## src/rtl/input_debounce_ctrl.sv

```systemverilog
// ---------------------------------------------------------------------------
// input_debounce_ctrl
//
// Multi-channel conditioner for asynchronous board inputs (keys, switches,
// external strobes). Each channel is brought into the clk domain through a
// two-flop synchronizer. A debounce state machine then accepts a new level
// only after the level has held for DEBOUNCE_TICKS consecutive sample ticks
// of a shared, free-running timebase. Accepted edges produce one-cycle
// rise/fall pulses and set sticky event flags. The flags are cleared by
// writing 1 to clr_mask, and their OR drives a single interrupt line.
//
// Parameters:
//   WIDTH          number of input channels
//   TICK_DIV       clk cycles per sample tick (>= 2)
//   DEBOUNCE_TICKS ticks a new level must hold before acceptance (>= 1)
//
// Ports:
//   clk          system clock
//   reset        asynchronous, active-high reset
//   async_in     raw asynchronous inputs, one bit per channel
//   clr_valid    one-cycle strobe that qualifies clr_mask
//   clr_mask     write-1-to-clear mask for event_flags
//   stable_out   debounced levels
//   rise_pulse   one-cycle pulse on an accepted 0->1 change
//   fall_pulse   one-cycle pulse on an accepted 1->0 change
//   event_flags  sticky record of rise/fall events per channel
//   irq          OR of all event_flags
// ---------------------------------------------------------------------------
module input_debounce_ctrl #(
    parameter int WIDTH          = 4,
    parameter int TICK_DIV       = 50000,
    parameter int DEBOUNCE_TICKS = 4
) (
    input  logic             clk,
    input  logic             reset,
    input  logic [WIDTH-1:0] async_in,
    input  logic             clr_valid,
    input  logic [WIDTH-1:0] clr_mask,
    output logic [WIDTH-1:0] stable_out,
    output logic [WIDTH-1:0] rise_pulse,
    output logic [WIDTH-1:0] fall_pulse,
    output logic [WIDTH-1:0] event_flags,
    output logic             irq
);

    localparam int TW = (TICK_DIV > 1) ? $clog2(TICK_DIV) : 1;
    localparam int CW = $clog2(DEBOUNCE_TICKS + 1);

    localparam logic [TW-1:0] TICK_LAST = TW'(TICK_DIV - 1);
    localparam logic [CW-1:0] CNT_LAST  = CW'(DEBOUNCE_TICKS - 1);

    typedef enum logic {
        ST_STABLE  = 1'b0,
        ST_PENDING = 1'b1
    } deb_state_e;

    // -----------------------------------------------------------------------
    // Two-flop synchronizer. Only sync2_q is used downstream.
    // -----------------------------------------------------------------------
    logic [WIDTH-1:0] sync1_q;
    logic [WIDTH-1:0] sync2_q;

    always_ff @(posedge clk or posedge reset) begin
        if (reset) begin
            sync1_q <= '0;
            sync2_q <= '0;
        end else begin
            sync1_q <= async_in;
            sync2_q <= sync1_q;
        end
    end

    // -----------------------------------------------------------------------
    // Shared sample-tick timebase. Free-running; input activity never
    // restarts it, so the first tick after a change can land anywhere
    // within one TICK_DIV period. That is where the latency window comes from.
    // -----------------------------------------------------------------------
    logic [TW-1:0] tick_cnt_q;
    logic [TW-1:0] tick_cnt_d;
    logic          tick;

    assign tick = (tick_cnt_q == TICK_LAST);

    always_comb begin
        tick_cnt_d = tick_cnt_q + TW'(1);
        if (tick) begin
            tick_cnt_d = '0;
        end
    end

    always_ff @(posedge clk or posedge reset) begin
        if (reset) begin
            tick_cnt_q <= '0;
        end else begin
            tick_cnt_q <= tick_cnt_d;
        end
    end

    // -----------------------------------------------------------------------
    // Per-channel debounce FSM, edge pulses and sticky flag.
    // -----------------------------------------------------------------------
    for (genvar gi = 0; gi < WIDTH; gi++) begin : g_chan
        deb_state_e    state_q;
        deb_state_e    state_d;
        logic [CW-1:0] count_q;
        logic [CW-1:0] count_d;
        logic          stable_q;
        logic          stable_d;
        logic          rise_q;
        logic          rise_d;
        logic          fall_q;
        logic          fall_d;
        logic          flag_q;
        logic          flag_d;
        logic          accept;
        logic          clr_hit;

        always_comb begin
            state_d  = state_q;
            count_d  = count_q;
            stable_d = stable_q;
            accept   = 1'b0;

            case (state_q)
                ST_STABLE: begin
                    // A tick in the entry cycle is not counted: the level
                    // must survive DEBOUNCE_TICKS full ticks after entry.
                    if (sync2_q[gi] != stable_q) begin
                        state_d = ST_PENDING;
                        count_d = '0;
                    end
                end
                ST_PENDING: begin
                    if (sync2_q[gi] == stable_q) begin
                        // Bounced back before acceptance: drop the attempt.
                        state_d = ST_STABLE;
                        count_d = '0;
                    end else if (tick) begin
                        if (count_q == CNT_LAST) begin
                            accept   = 1'b1;
                            stable_d = sync2_q[gi];
                            count_d  = '0;
                            state_d  = ST_STABLE;
                        end else begin
                            count_d = count_q + CW'(1);
                        end
                    end
                end
                default: begin
                    state_d = ST_STABLE;
                    count_d = '0;
                end
            endcase

            // Pulses are registered alongside stable_q so they coincide
            // with the visible level change.
            rise_d = accept & sync2_q[gi];
            fall_d = accept & ~sync2_q[gi];

            // The flag is set from the registered pulse, so a clear in the
            // pulse cycle loses to the set.
            clr_hit = clr_valid & clr_mask[gi];
            flag_d  = (flag_q & ~clr_hit) | rise_q | fall_q;
        end

        always_ff @(posedge clk or posedge reset) begin
            if (reset) begin
                state_q  <= ST_STABLE;
                count_q  <= '0;
                stable_q <= 1'b0;
                rise_q   <= 1'b0;
                fall_q   <= 1'b0;
                flag_q   <= 1'b0;
            end else begin
                state_q  <= state_d;
                count_q  <= count_d;
                stable_q <= stable_d;
                rise_q   <= rise_d;
                fall_q   <= fall_d;
                flag_q   <= flag_d;
            end
        end

        assign stable_out[gi]  = stable_q;
        assign rise_pulse[gi]  = rise_q;
        assign fall_pulse[gi]  = fall_q;
        assign event_flags[gi] = flag_q;
    end

    assign irq = |event_flags;

endmodule

```

## config.mk

```make
export PLATFORM = sky130hd
export DESIGN_NAME = input_debounce_ctrl
export DESIGN_NICKNAME = d
export VERILOG_FILES = /design/src/rtl/input_debounce_ctrl.sv
export SDC_FILE = /design/constraint.sdc
export NUM_CORES = 1
export LEC_CHECK = 0
export BUFFER_PORTS_ARGS = -buffer_cell sky130_fd_sc_hd__clkbuf_2
export CAP_MARGIN = 20
export CORE_MARGIN = 2
export CORE_UTILIZATION = 58
export CTS_CLUSTER_SIZE = 20
export DETAILED_ROUTE_END_ITERATION = 8
export PLACE_DENSITY = 0.82
export SLEW_MARGIN = 20
export SYNTH_ARGS = -nofsm -noshare
export SYNTH_HDL_FRONTEND = slang
export SYNTH_SLANG_ARGS = --single-unit
```

## constraint.sdc

```tcl
create_clock -name clk -period 2.2 [get_ports clk]
set_input_delay 0.33 -clock clk [delete_from_list [all_inputs] [get_ports clk]]
set_output_delay 0.33 -clock clk [all_outputs]
set_load 0.02 [all_outputs]
```

# After elaboration in Yosys (flattened, before gate mapping)
# Cells that the tools add are included.
# Widths: inputs -> output; s select.
# op_classes
addsub,5
n_eq_ne,21
n_mux,57
n_bitwise,40
reduce_logical,9
# op_table
op,n
$mux 3,16
$mux 1,32
$pmux 3 s2,4
$add 16x1->16 const B,1
$and 1x1->1,16
$eq 16x16->1 const B,1
$mux 16,1
$not 1->1,16
$reduce_and 4->1,4
$add 3x1->3 const B,4
$eq 3x2->1 const B,4
$ne 3x2->1 const B,4
$ne 2x2->1 const B,4
$or 1x1->1,8
$pmux 1 s2,4
$reduce_and 2->1,4
$eq 1x1->1,4
$ne 1x1->1,4
$reduce_or 4->1,1
# totals
ff_bits,56
in_bits,11
word_cells,159

# Logic depth before layout (Yosys ltp)
# logic_depth
depth_word,6
ltp_mapped,6

# Worst setup path before layout
# No wires, ideal clock.
# synth_path
path_kind,register to register
from,register tick_cnt_q[4]
to,register g_chan[0].stable_q
t_arrival_ns,1.795
setup_slack_ns,0.281
stages_incl_launch_ff,6
period_less_slack_ns,1.919
path_cell_list,dfrtp_1 -> clkbuf_2 -> or4b_4 -> nor4_4 -> nand3_1 -> mux2_2
# synth_between
elab_chain_len,2
# synth_rtl
element,line_no,text
start: declaration,78,logic [TW-1:0] tick_cnt_q;
start signal: assignment,95,tick_cnt_q <= tick_cnt_d;
$eq 16x16->1,82,assign tick = (tick_cnt_q == TICK_LAST);
$reduce_and 4->1 (no line),--,
end signal: assignment,177,stable_q <= stable_d;
end: declaration,107,logic stable_q;
# Every way passes these cells.
# A chain may end at the register's enable or synchronous reset.

# Worst setup path in the final report
# layout_path
from,register tick_cnt_q[5]
to,register g_chan[3].stable_q
# layout_between
elab_chain_len,2
# layout_rtl
element,line_no
$eq 16x16->1,82
$reduce_and 4->1 (no line),--
end signal: assignment,177
end: declaration,107
# Every way passes these cells.

==> results by group <==
Run status
  – Outcome: complete, no violations

Power
  – IR Drop Worst-Case VDD: 0.467 mV
  – PwrDens: 631 nW/um^2
  – Leakage: 1.43 nW

Route
  – Pre-antenna DRT Iters: 4
  – DRT iter0 DRCs: 131
  – Antenna-violating nets left: 0
  – Routed wire length: 4150 um
  – # DRC: 0
  – WL/cell: 14.1 um
  – Routed vias: 1645
  – Via-to-Cell Ratio: 5.58

Clock network
  – Worst-path clk slew: 100 ps
  – Htree depth: 2
  – Longest Clk Path Bufs: 2
  – Num CTS Buffers: 5
  – CTS Sinks: 56
  – Clk root buf: clkbuf_8
  – CTS resizes: 0
  – CTS tree: yes
  – Setup repair bufs after CTS: 0
  – Worst-Skew Late Latency: 300 ps
  – CTS Hold Bufs: 0

Worst setup path
  – Worst reg-to-reg path cell count: 4
  – Startpoint Class: flop
  – CP required: 2390 ps
  – Crit. End Element: flop
  – Crit Path Max Fanout: 6
  – Critical path class: reg -> reg
  – CP arrival: 2220 ps

Global route
  – Initial antenna violation count: 0
  – Grt total ovfl: 0
  – First-pass GRT wire length: 7110 um
  – Largest net degree at the start of global routing: 57
  – GR Util All Layers: 0.182
  – Vias in the first global route: 1584

STA
  – Worst slew pin tran: 675 ps
  – Worst hold margin: 128 ps
  – Fin crit share: 0.920
  – Final setup vio count: 0
  – Setup skew after layout: 7.52 ps
  – Setup tns final: 0 ps
  – Fmax: 494 MHz
  – Relative slew slack: 0.550
  – RSZ-0062 raised after global routing: false
  – Endpoints failing hold: 0
  – Final Max Slew Viols: 0
  – Tmin final: 2020 ps

Logic synthesis
  – Async S/R FF share, synth: 1.00
  – Commonest cells post-synth: dfrtp_1 (56), buf_4 (16), nor2_1 (13)
  – Syn Nets: 237
  – Yosys top cell area share: 0.549
  – Synth Instances: 221
  – Yosys warning count: 0
  – Unique cell type count in the Yosys netlist: 37
  – Syn Area/Cell: 11.6 um^2
  – Register area share after synthesis: 0.549
  – Synth area leaders: dfrtp_1 (55%), buf_4 (4.7%), xor2_1 (3.1%), a211o_1 (2.7%), xnor2_1 (2.7%)
  – #FFs+latches synth: 56
  – Most frequent cell after synthesis: dfrtp_1
  – Synth area leader: dfrtp_1
  – Top FF cell, synth: dfrtp_1
  – Number of flops mapped to enable cells by yosys: 0
  – Cell area after synthesis: 2550 um^2

Hold path
  – Hold path depth: 1
  – Hold Crit Class: in -> reg

Finish
  – Fin nets: 258
  – Share of cells above drive strength 1: 0.226
  – Area delta synth->final: 8.57%
  – Diode count: 0
  – Fill count: 345

Floorplan
  – # IOs: 28
  – Site Rows: 24
  – Standard cell core area: 4290 um^2
  – Die area: 4950 um^2
  – Die width: 70.4 um
  – Die H: 70.4 um
  – Starting density of the core: 0.595

Run
  – Number of max-cap violations: 0

Place
  – Half-perimeter wire length after placement: 3070 um
  – RD Place Congestion: 0.793
  – IO Port Bufs: 27
[layer usage]
metal	up-vias	global-route usage	wire [um]
li1	809	-	-
met1	794	0.248	1920
met2	37	0.287	2010
met3	5	0.0447	182
met4	0	0.0577	40
met5	-	0	0
[logic make-up after synthesis]
kind of cell | Yosys count | share of synthesized area
AND/OR/NAND/NOR | 92 | 0.223
AO/OA/AOI/OAI | 26 | 0.0725
flip-flops | 56 | 0.549
buffers and inverters | 21 | 0.0554
XOR/XNOR | 17 | 0.0583
multiplexers | 4 | 0.0176
adder cells (fa/ha/maj) | 5 | 0.0245
[cells in the final DEF, fill, tap and decap left out, drive strengths merged]
cell       n
a211o      8
a21oi      2
a31oi      3
and2      11
and2b      2
and3       5
and4       1
and4b      1
buf        5
bufinv     1
clkbuf    32
clkinv     1
clkinvlp   1
dfrtp     56
ha         5
inv        3
mux2       4
nand2     10
nand3     11
nand4      6
nor2      13
nor2b      3
nor3       6
nor3b      9
nor4       5
nor4b      2
o211ai     3
o21a       4
o21ai      5
o22a       1
or2        3
or3        1
or4        2
or4b       1
xnor2      8
xor2       9
[power breakdown]
group	switching [mW]	total [mW]	internal, mW	leakage [nW]
clock	0.311	0.647	0.337	0.0541
combinational	0.0349	0.0534	0.0184	0.635
sequential	0.0105	1.05	1.04	0.740
total	0.356	1.75	1.39	1.43
[state kept, by name, indices dropped and copies added (netlist names)]
name	flops
g_chan.rise_q	4
g_chan.fall_q	4
sync2_q	4
g_chan.flag_q	4
g_chan.count_q	12
g_chan.state_q	4
g_chan.stable_q	4
sync1_q	4
tick_cnt_q	16
[final cells by class]
cell class                 instances  area [um^2]  area share
sequential                        56         1400       0.505
multi-input combinational        144         1010       0.365
timing repair buffer              32          173      0.0623
clock buffer                       5         68.8      0.0248
tap                               52         65.1      0.0235
clock inverter                     3         42.5      0.0153
inverter                           3         11.3     0.00406
[critical path: stages (launching register included)]
cell     delay (ps)
dfrtp_1         460
or4_4           580
nor4_4          370
nand3_1         210
mux2_2          310
[final timing paths]
path | from | endpoint | slack (ps)
max in group asynchronous | reset | g_chan[0].count_q[2] | 1560
worst max-delay path | tick_cnt_q[5] | g_chan[3].stable_q | 180
worst min-delay path | async_in[3] | sync1_q[3] | 130
min in group asynchronous | reset | tick_cnt_q[12] | 170
worst min register to register | sync1_q[0] | sync2_q[0] | 360
worst max register to register | tick_cnt_q[5] | g_chan[3].stable_q | 180
[through the flow]
step	cell area [um^2]	instances	power [mW]	setup slack, ps	utilization
2_1_floorplan	2550	221	1.10	281	-
3_3_place_gp	2660	287	1.12	187	0.620
3_5_place_dp	2660	287	1.13	170	0.620
4_1_cts	2770	295	1.78	159	0.646
5_1_grt	2770	295	1.83	72.3	0.646
6_report	2770	295	1.75	176	0.646
Note: power is estimated with default switching activity, not from simulation.
